--- config.mk ---
export PLATFORM = sky130hd
export DESIGN_NAME = pix_serializer
export DESIGN_NICKNAME = d
export VERILOG_FILES = /design/src/rtl/pix_serializer.sv
export SDC_FILE = /design/constraint.sdc
export NUM_CORES = 1
export LEC_CHECK = 0
export CAP_MARGIN = 10
export CORE_MARGIN = 2
export CORE_UTILIZATION = 30
export DETAILED_ROUTE_END_ITERATION = 8
export SETUP_SLACK_MARGIN = 0.05
export SYNTH_ARGS = -nofsm -noshare
export SYNTH_HDL_FRONTEND = slang
export SYNTH_SLANG_ARGS = --single-unit
--- constraint.sdc ---
create_clock -name clk -period 3.3 [get_ports clk]
set_input_delay 0.66 -clock clk [delete_from_list [all_inputs] [get_ports clk]]
set_output_delay 0.66 -clock clk [all_outputs]
set_load 0.05 [all_outputs]
--- src/rtl/pix_serializer.sv ---
// Buffered CGA/Tandy pixel serializer: fetch FIFO, 1/2/4 bpp shifter with pixel repeat, delayed side channels.
// Optional PIXSER_PALETTE_EN adds a 16x4 palette lookup stage (one extra clock on pixels and side channels).
module pix_serializer #(
  parameter int unsigned FETCH_BYTES = 2,
  parameter int unsigned FIFO_DEPTH  = 2,
  parameter int unsigned PIPE_DLY    = 2
) (
  input  logic                     clk,
  input  logic                     reset_n,
  input  logic [1:0]               mode,
  input  logic [1:0]               pix_rep,
  input  logic                     start,
  input  logic [8*FETCH_BYTES-1:0] fetch_data,
  input  logic                     fetch_valid,
  output logic                     fetch_ready,
  input  logic                     display_enable,
  input  logic                     cursor_in,
  input  logic [7:0]               attr_in,
`ifdef PIXSER_PALETTE_EN
  input  logic                     pal_we,
  input  logic [3:0]               pal_addr,
  input  logic [3:0]               pal_data,
`endif
  output logic [3:0]               pix_idx,
  output logic                     de_out,
  output logic                     cursor_out,
  output logic [7:0]               attr_out,
  output logic                     underflow
);

  localparam int unsigned W  = 8 * FETCH_BYTES;
  localparam int unsigned AW = (FIFO_DEPTH > 1) ? $clog2(FIFO_DEPTH) : 1;
  localparam int unsigned CW = $clog2(FIFO_DEPTH + 1);
  localparam int unsigned BW = $clog2(W + 1);
  localparam int unsigned SW = 10;
`ifdef PIXSER_PALETTE_EN
  localparam int unsigned SIDE_DLY = PIPE_DLY + 1;
`else
  localparam int unsigned SIDE_DLY = PIPE_DLY;
`endif

  // Fetch FIFO
  logic [W-1:0]  fifo_mem [FIFO_DEPTH];
  logic [AW-1:0] wr_ptr;
  logic [AW-1:0] rd_ptr;
  logic [CW-1:0] count;
  logic [CW-1:0] count_d;
  logic          fifo_empty;
  logic          push;
  logic          pop;

  // Shifter state
  logic [W-1:0]  shreg;
  logic [W-1:0]  shreg_d;
  logic [BW-1:0] bits_left;
  logic [BW-1:0] bits_d;
  logic [1:0]    rep_cnt;
  logic [1:0]    rep_d;
  logic [2:0]    bpp;
  logic [BW-1:0] bpp_w;
  logic [1:0]    rep_max;
  logic          sh_empty;
  logic          last_rep;
  logic          last_pix;
  logic          load;
  logic          raw_vld_d;
  logic [3:0]    raw_d;
  logic          underflow_d;

  function automatic logic [3:0] top_pix(input logic [W-1:0] w, input logic [1:0] m);
    logic [3:0] p;
    case (m)
      2'b10:   p = {2'b00, w[W-1 -: 2]};
      2'b11:   p = w[W-1 -: 4];
      default: p = {3'b000, w[W-1]};
    endcase
    return p;
  endfunction

  assign fifo_empty = (count == CW'(0));
  assign push       = fetch_valid && fetch_ready && !start;
  assign pop        = load && !start;

  // Bits per pixel and repeat terminal count
  always_comb begin
    bpp     = 3'd1;
    rep_max = 2'd0;
    case (mode)
      2'b10:   bpp = 3'd2;
      2'b11:   bpp = 3'd4;
      default: bpp = 3'd1;
    endcase
    case (pix_rep)
      2'd0:    rep_max = 2'd0;
      2'd1:    rep_max = 2'd1;
      default: rep_max = 2'd3;
    endcase
  end

  assign bpp_w    = BW'(bpp);
  assign sh_empty = (bits_left == BW'(0));
  assign last_rep = (rep_cnt == rep_max);
  assign last_pix = !sh_empty && (bits_left <= bpp_w);
  // Load on empty shifter or on the final clock of the final pixel for seamless words
  assign load     = display_enable && !fifo_empty && (sh_empty || (last_pix && last_rep));

  always_comb begin
    count_d = count;
    if (start) begin
      count_d = CW'(0);
    end else begin
      case ({push, pop})
        2'b10:   count_d = count + CW'(1);
        2'b01:   count_d = count - CW'(1);
        default: count_d = count;
      endcase
    end
  end

  // Shifter next state; start has priority, then load, then step/repeat
  always_comb begin
    shreg_d = shreg;
    bits_d  = bits_left;
    rep_d   = rep_cnt;
    if (start) begin
      shreg_d = '0;
      bits_d  = BW'(0);
      rep_d   = 2'd0;
    end else if (load) begin
      shreg_d = fifo_mem[rd_ptr];
      bits_d  = BW'(W);
      rep_d   = 2'd0;
    end else if (display_enable && !sh_empty) begin
      if (last_rep) begin
        rep_d   = 2'd0;
        shreg_d = shreg << bpp;
        bits_d  = last_pix ? BW'(0) : (bits_left - bpp_w);
      end else begin
        rep_d = rep_cnt + 2'd1;
      end
    end
  end

  always_comb begin
    raw_vld_d   = !start && display_enable && (bits_d != BW'(0));
    raw_d       = raw_vld_d ? top_pix(shreg_d, mode) : 4'h0;
    underflow_d = start ? 1'b0
                        : (underflow || (display_enable && sh_empty && fifo_empty));
  end

  always_ff @(posedge clk) begin
    if (push) fifo_mem[wr_ptr] <= fetch_data;
  end

  always_ff @(posedge clk or negedge reset_n) begin
    if (!reset_n) begin
      wr_ptr      <= '0;
      rd_ptr      <= '0;
      count       <= '0;
      fetch_ready <= 1'b0;
      shreg       <= '0;
      bits_left   <= '0;
      rep_cnt     <= '0;
      underflow   <= 1'b0;
    end else begin
      if (start) begin
        wr_ptr <= '0;
        rd_ptr <= '0;
      end else begin
        if (push) wr_ptr <= wr_ptr + AW'(1);
        if (pop)  rd_ptr <= rd_ptr + AW'(1);
      end
      count       <= count_d;
      fetch_ready <= (count_d != CW'(FIFO_DEPTH));
      shreg       <= shreg_d;
      bits_left   <= bits_d;
      rep_cnt     <= rep_d;
      underflow   <= underflow_d;
    end
  end

`ifdef PIXSER_PALETTE_EN
  logic [3:0] pal [16];
  logic [3:0] raw_q;
  logic       raw_vld_q;

  // Raw index stage followed by palette lookup
  always_ff @(posedge clk or negedge reset_n) begin
    if (!reset_n) begin
      for (int n = 0; n < 16; n++) pal[n] <= 4'(n);
      raw_q     <= 4'h0;
      raw_vld_q <= 1'b0;
      pix_idx   <= 4'h0;
    end else begin
      if (pal_we) pal[pal_addr] <= pal_data;
      raw_q     <= raw_d;
      raw_vld_q <= raw_vld_d;
      pix_idx   <= (start || !raw_vld_q) ? 4'h0 : pal[raw_q];
    end
  end
`else
  always_ff @(posedge clk or negedge reset_n) begin
    if (!reset_n) pix_idx <= 4'h0;
    else          pix_idx <= raw_d;
  end
`endif

  // Side-channel delay line, deliberately untouched by start
  logic [SW-1:0] side_q [SIDE_DLY];

  always_ff @(posedge clk or negedge reset_n) begin
    if (!reset_n) begin
      for (int i = 0; i < int'(SIDE_DLY); i++) side_q[i] <= '0;
    end else begin
      side_q[0] <= {display_enable, cursor_in, attr_in};
      for (int i = 1; i < int'(SIDE_DLY); i++) side_q[i] <= side_q[i-1];
    end
  end

  assign {de_out, cursor_out, attr_out} = side_q[SIDE_DLY-1];

endmodule
==> impl_metrics.env <==
export IMPL_synth_top_area_share=0.353
export IMPL_cp_depth=14
export IMPL_path_class="in2reg"
export IMPL_yosysSeqAreaShare=0.609
export IMPL_power_mw=2.72
export IMPL_worst_hold_path_type="in2async"
export IMPL_n_antenna_cell=0
export IMPL_crit_family="buffers and inverters"
export IMPL_highest_layer="met4"
export IMPL_avgViaCountPerCell=4.82
export IMPL_drt_first_pass_iters=5
export IMPL_final_setup_worst_slack_ns=0.232
export IMPL_grtUsageTotal=0.131
export IMPL_ys_warn_count=0
export IMPL_max_freq_mhz=326
export IMPL_drive_above_1_share=0.154
export IMPL_crit_fanout=4
export IMPL_finalWeightedCongestion=0.861
export IMPL_crit_buf_inv=4
export IMPL_grt_pass1_vias=2764
export IMPL_fillCellCount=1211
export IMPL_synth_area_leader_cell="dfrtp_1"
export IMPL_rows=40
export IMPL_die_area_sq_mm=0.0134
export IMPL_setup_violations=0
export IMPL_fin_crit_sh=0.930
export IMPL_clockBufferDepth=2
export IMPL_fin_setup_tns_ns=0
export IMPL_drc=0
export IMPL_power_density_mw_per_mm2=555
export IMPL_design_core_area_sq_mm=0.0121
export IMPL_dieWidth_um=116
export IMPL_cts_clk_slew_worst_paths_ns=0.06
export IMPL_crit_required_ns=3.51
export IMPL_syn_area_per_cell_sq_um=12.0
export IMPL_hold_violations=0
export IMPL_ys_async_sr_fraction=0.624
export IMPL_synthTopCellsByArea="dfrtp_1 35%, edfxtp_1 26%, mux2i_1 8.3%"
export IMPL_vias=2658
export IMPL_hpwl_mm=5.73
export IMPL_routed_wl_mm=7.99
export IMPL_grt_pass1_wl_mm=13.6
export IMPL_worst_pin_slew_ns=0.884
export IMPL_syn_inst=313
export IMPL_fin_area_sq_mm=0.00490
export IMPL_io_buffers=49
export IMPL_worstSetupEndpointType="register"
export IMPL_wl_met3_um=417
export IMPL_leakage_nw=1.97
export IMPL_syn_nets=352
export IMPL_gr_total_overflow=0
export IMPL_arrival_ns=3.28
export IMPL_final_min_clock_period_ns=3.07
export IMPL_cts_made_buffers=9
export IMPL_synth_edf_count=32
export IMPL_place_ws_ns=-0.158
export IMPL_nets=417
export IMPL_synthFlopType="dfrtp_1"
export IMPL_post_drt_wl_per_cell_um=14.5
export IMPL_die_h_um=116
export IMPL_fin_skew_ns=0.00772
export IMPL_dr_wl_met2_mm=3.78
export IMPL_drv_cap=0
export IMPL_place_inst=533
export IMPL_ant_nets=0
export IMPL_startpoint_type="input pin"
export IMPL_num_io_pins=50
export IMPL_numClockSinks=85
export IMPL_cts_tree="done"
export IMPL_maxSlewHeadroom=0.410
export IMPL_m1WireLength_mm=3.66
export IMPL_rsz0062_at_grt="no"
export IMPL_antenna_found_initial=0
export IMPL_clock_latency_ns=0.34
export IMPL_outcome="finished, final reports clean"
export IMPL_cts_root_buf="clkbuf_16"
export IMPL_cpPeakStageDelay_ns=0.49
export IMPL_synthDistinctLibCells=43
export IMPL_area_growth_pct=30.4
export IMPL_ff2ff_path_depth=9
export IMPL_slew_violations=0
export IMPL_syn_area_sq_mm=0.00376
export IMPL_htree_num_levels=3
export IMPL_stdcell_count=551
export IMPL_crit_chain="clkdlybuf4s50_1, inv_1, nor2_2, inv_2, ha_1, nand3b_1, a21oi_2, o31ai_2, nand2b_1, inv_1, ha_1, or3_1, a21oi_2, o21ai_0"
export IMPL_grt_max_degree=35
export IMPL_ir_worst_vdd_v=0.000214
export IMPL_initial_core_util=0.310
export IMPL_post_dp_cell_area_sq_mm=0.00456
export IMPL_drt_iter0_drc=260
export IMPL_slowest_stage="clkdlybuf4s50_1"
export IMPL_synth_seq_cells=85
[path summary, 6_finish.rpt]
kind	startpoint	end	slack [ns]
hold reg to reg	side_q[16]	attr_out[6]	0.34
setup / recovery	mode[1]	fetch_ready	0.23
hold / removal	reset_n	shreg[14]	0.26
min in group clk	side_q[16]	attr_out[6]	0.34
max in group asynchronous	reset_n	bits_left[0]	2.25
setup reg to reg	bits_left[0]	pix_idx[0]	0.68
[per-layer routing]
| metal | GRT usage | up-vias |
|---|---|---|
| met4 | 0.0516 | 0 |
| met5 | 0 | - |
| li1 | - | 1267 |
| met2 | 0.205 | 65 |
| met1 | 0.173 | 1314 |
| met3 | 0.0361 | 12 |
[worst register-to-register path, cell delays in order, from the launching register on]
cell,delay [ns]
dfrtp_1,0.39
inv_1,0.10
ha_1,0.18
inv_1,0.06
fa_1,0.38
a211o_1,0.32
or4_1,0.42
a221oi_2,0.29
nor4_2,0.11
nor4_1,0.29
[cell type report]
class	instances	area, sq um	share of cell area
flip-flops and latches	85	2290	0.467
multi-input cells	196	1340	0.274
inverters	9	33.8	0.00689
clock buffers	13	293	0.0598
clock inverters	3	23.8	0.00485
repair buffers	77	708	0.145
well taps	168	210	0.0429
[where the power goes]
group	internal, mW	leakage (nW)	switching [mW]
clock	0.625	0.149	0.411
sequential	1.17	0.962	0.0645
combinational	0.209	0.863	0.237
total	2.01	1.97	0.713
[timing repair]
action,4_1_cts,5_1_grt
hold buffers,0,0
resized for setup,0,3
setup endpoints to repair,0,3
setup buffers,0,2
[layout by cell type (no fill, tap or decap), types with 2 or more instances in the layout]
| master | netlist | routed |
|---|---|---|
| nor2_1 | 32 | 31 |
| o22a_1 | 10 | 10 |
| a22oi_1 | 2 | 2 |
| nor4_1 | 2 | 2 |
| nand2b_1 | 4 | 4 |
| nor3_1 | 7 | 7 |
| o31ai_1 | 3 | 3 |
| o2111ai_1 | 5 | 5 |
| clkbuf_16 | 0 | 11 |
| clkdlybuf4s50_1 | 0 | 48 |
| a21oi_2 | 0 | 3 |
| clkinvlp_4 | 0 | 2 |
| a221oi_1 | 4 | 4 |
| o31a_1 | 2 | 2 |
| buf_4 | 8 | 27 |
| a21o_1 | 4 | 4 |
| ha_1 | 4 | 3 |
| xnor2_1 | 3 | 3 |
| nand2_1 | 20 | 19 |
| or4_1 | 2 | 2 |
| inv_1 | 9 | 8 |
| mux2i_1 | 31 | 31 |
| o21ai_0 | 18 | 18 |
| dfrtp_1 | 53 | 53 |
| o22ai_1 | 5 | 5 |
| or2_2 | 4 | 4 |
| edfxtp_1 | 32 | 32 |
| a21oi_1 | 17 | 14 |
| xor2_1 | 3 | 3 |
[cell usage after synthesis, types with 4 or more instances]
master,n
edfxtp_1,32
buf_2,4
o22ai_1,5
buf_4,8
o21ai_0,18
or2_2,4
inv_1,9
nor2_1,32
a21o_1,4
a21oi_1,17
ha_1,4
clkbuf_1,8
nand2b_1,4
o22a_1,10
nor3_1,7
mux2i_1,31
a221oi_1,4
nand2_1,20
dfrtp_1,53
o2111ai_1,5
[cells by family (layout without fill, tap and decap cells)]
family | count (synthesis) | in the layout | synth area share
flip-flops | 85 | 85 | 0.609
buffers and inverters | 32 | 102 | 0.0416
AND/OR/NAND/NOR | 77 | 77 | 0.0935
AO/OA/AOI/OAI | 77 | 77 | 0.141
adder cells (fa/ha/maj) | 5 | 5 | 0.0186
XOR/XNOR | 6 | 6 | 0.0140
multiplexers | 31 | 31 | 0.0826
[metrics by stage]
| step | utilization | hold slack, ns |
|---|---|---|
| floorplan | - | 0.331 |
| global placement | 0.377 | 0.332 |
| detailed placement | 0.377 | 0.335 |
| CTS | 0.403 | 0.279 |
| global route | 0.405 | 0.295 |
| finish | 0.405 | 0.264 |
[sequential cells by signal, summed over array words and instances, names as in the netlist]
register and cells:
fetch_ready 1, pix_idx 4, bits_left 5, wr_ptr 1, attr_out 8, count 2, cursor_out 1, de_out 1
underflow 1, rd_ptr 1, side_q 10, rep_cnt 2, shreg 16, fifo_mem 32
No activity file was read; power rests on OpenSTA's default activity.
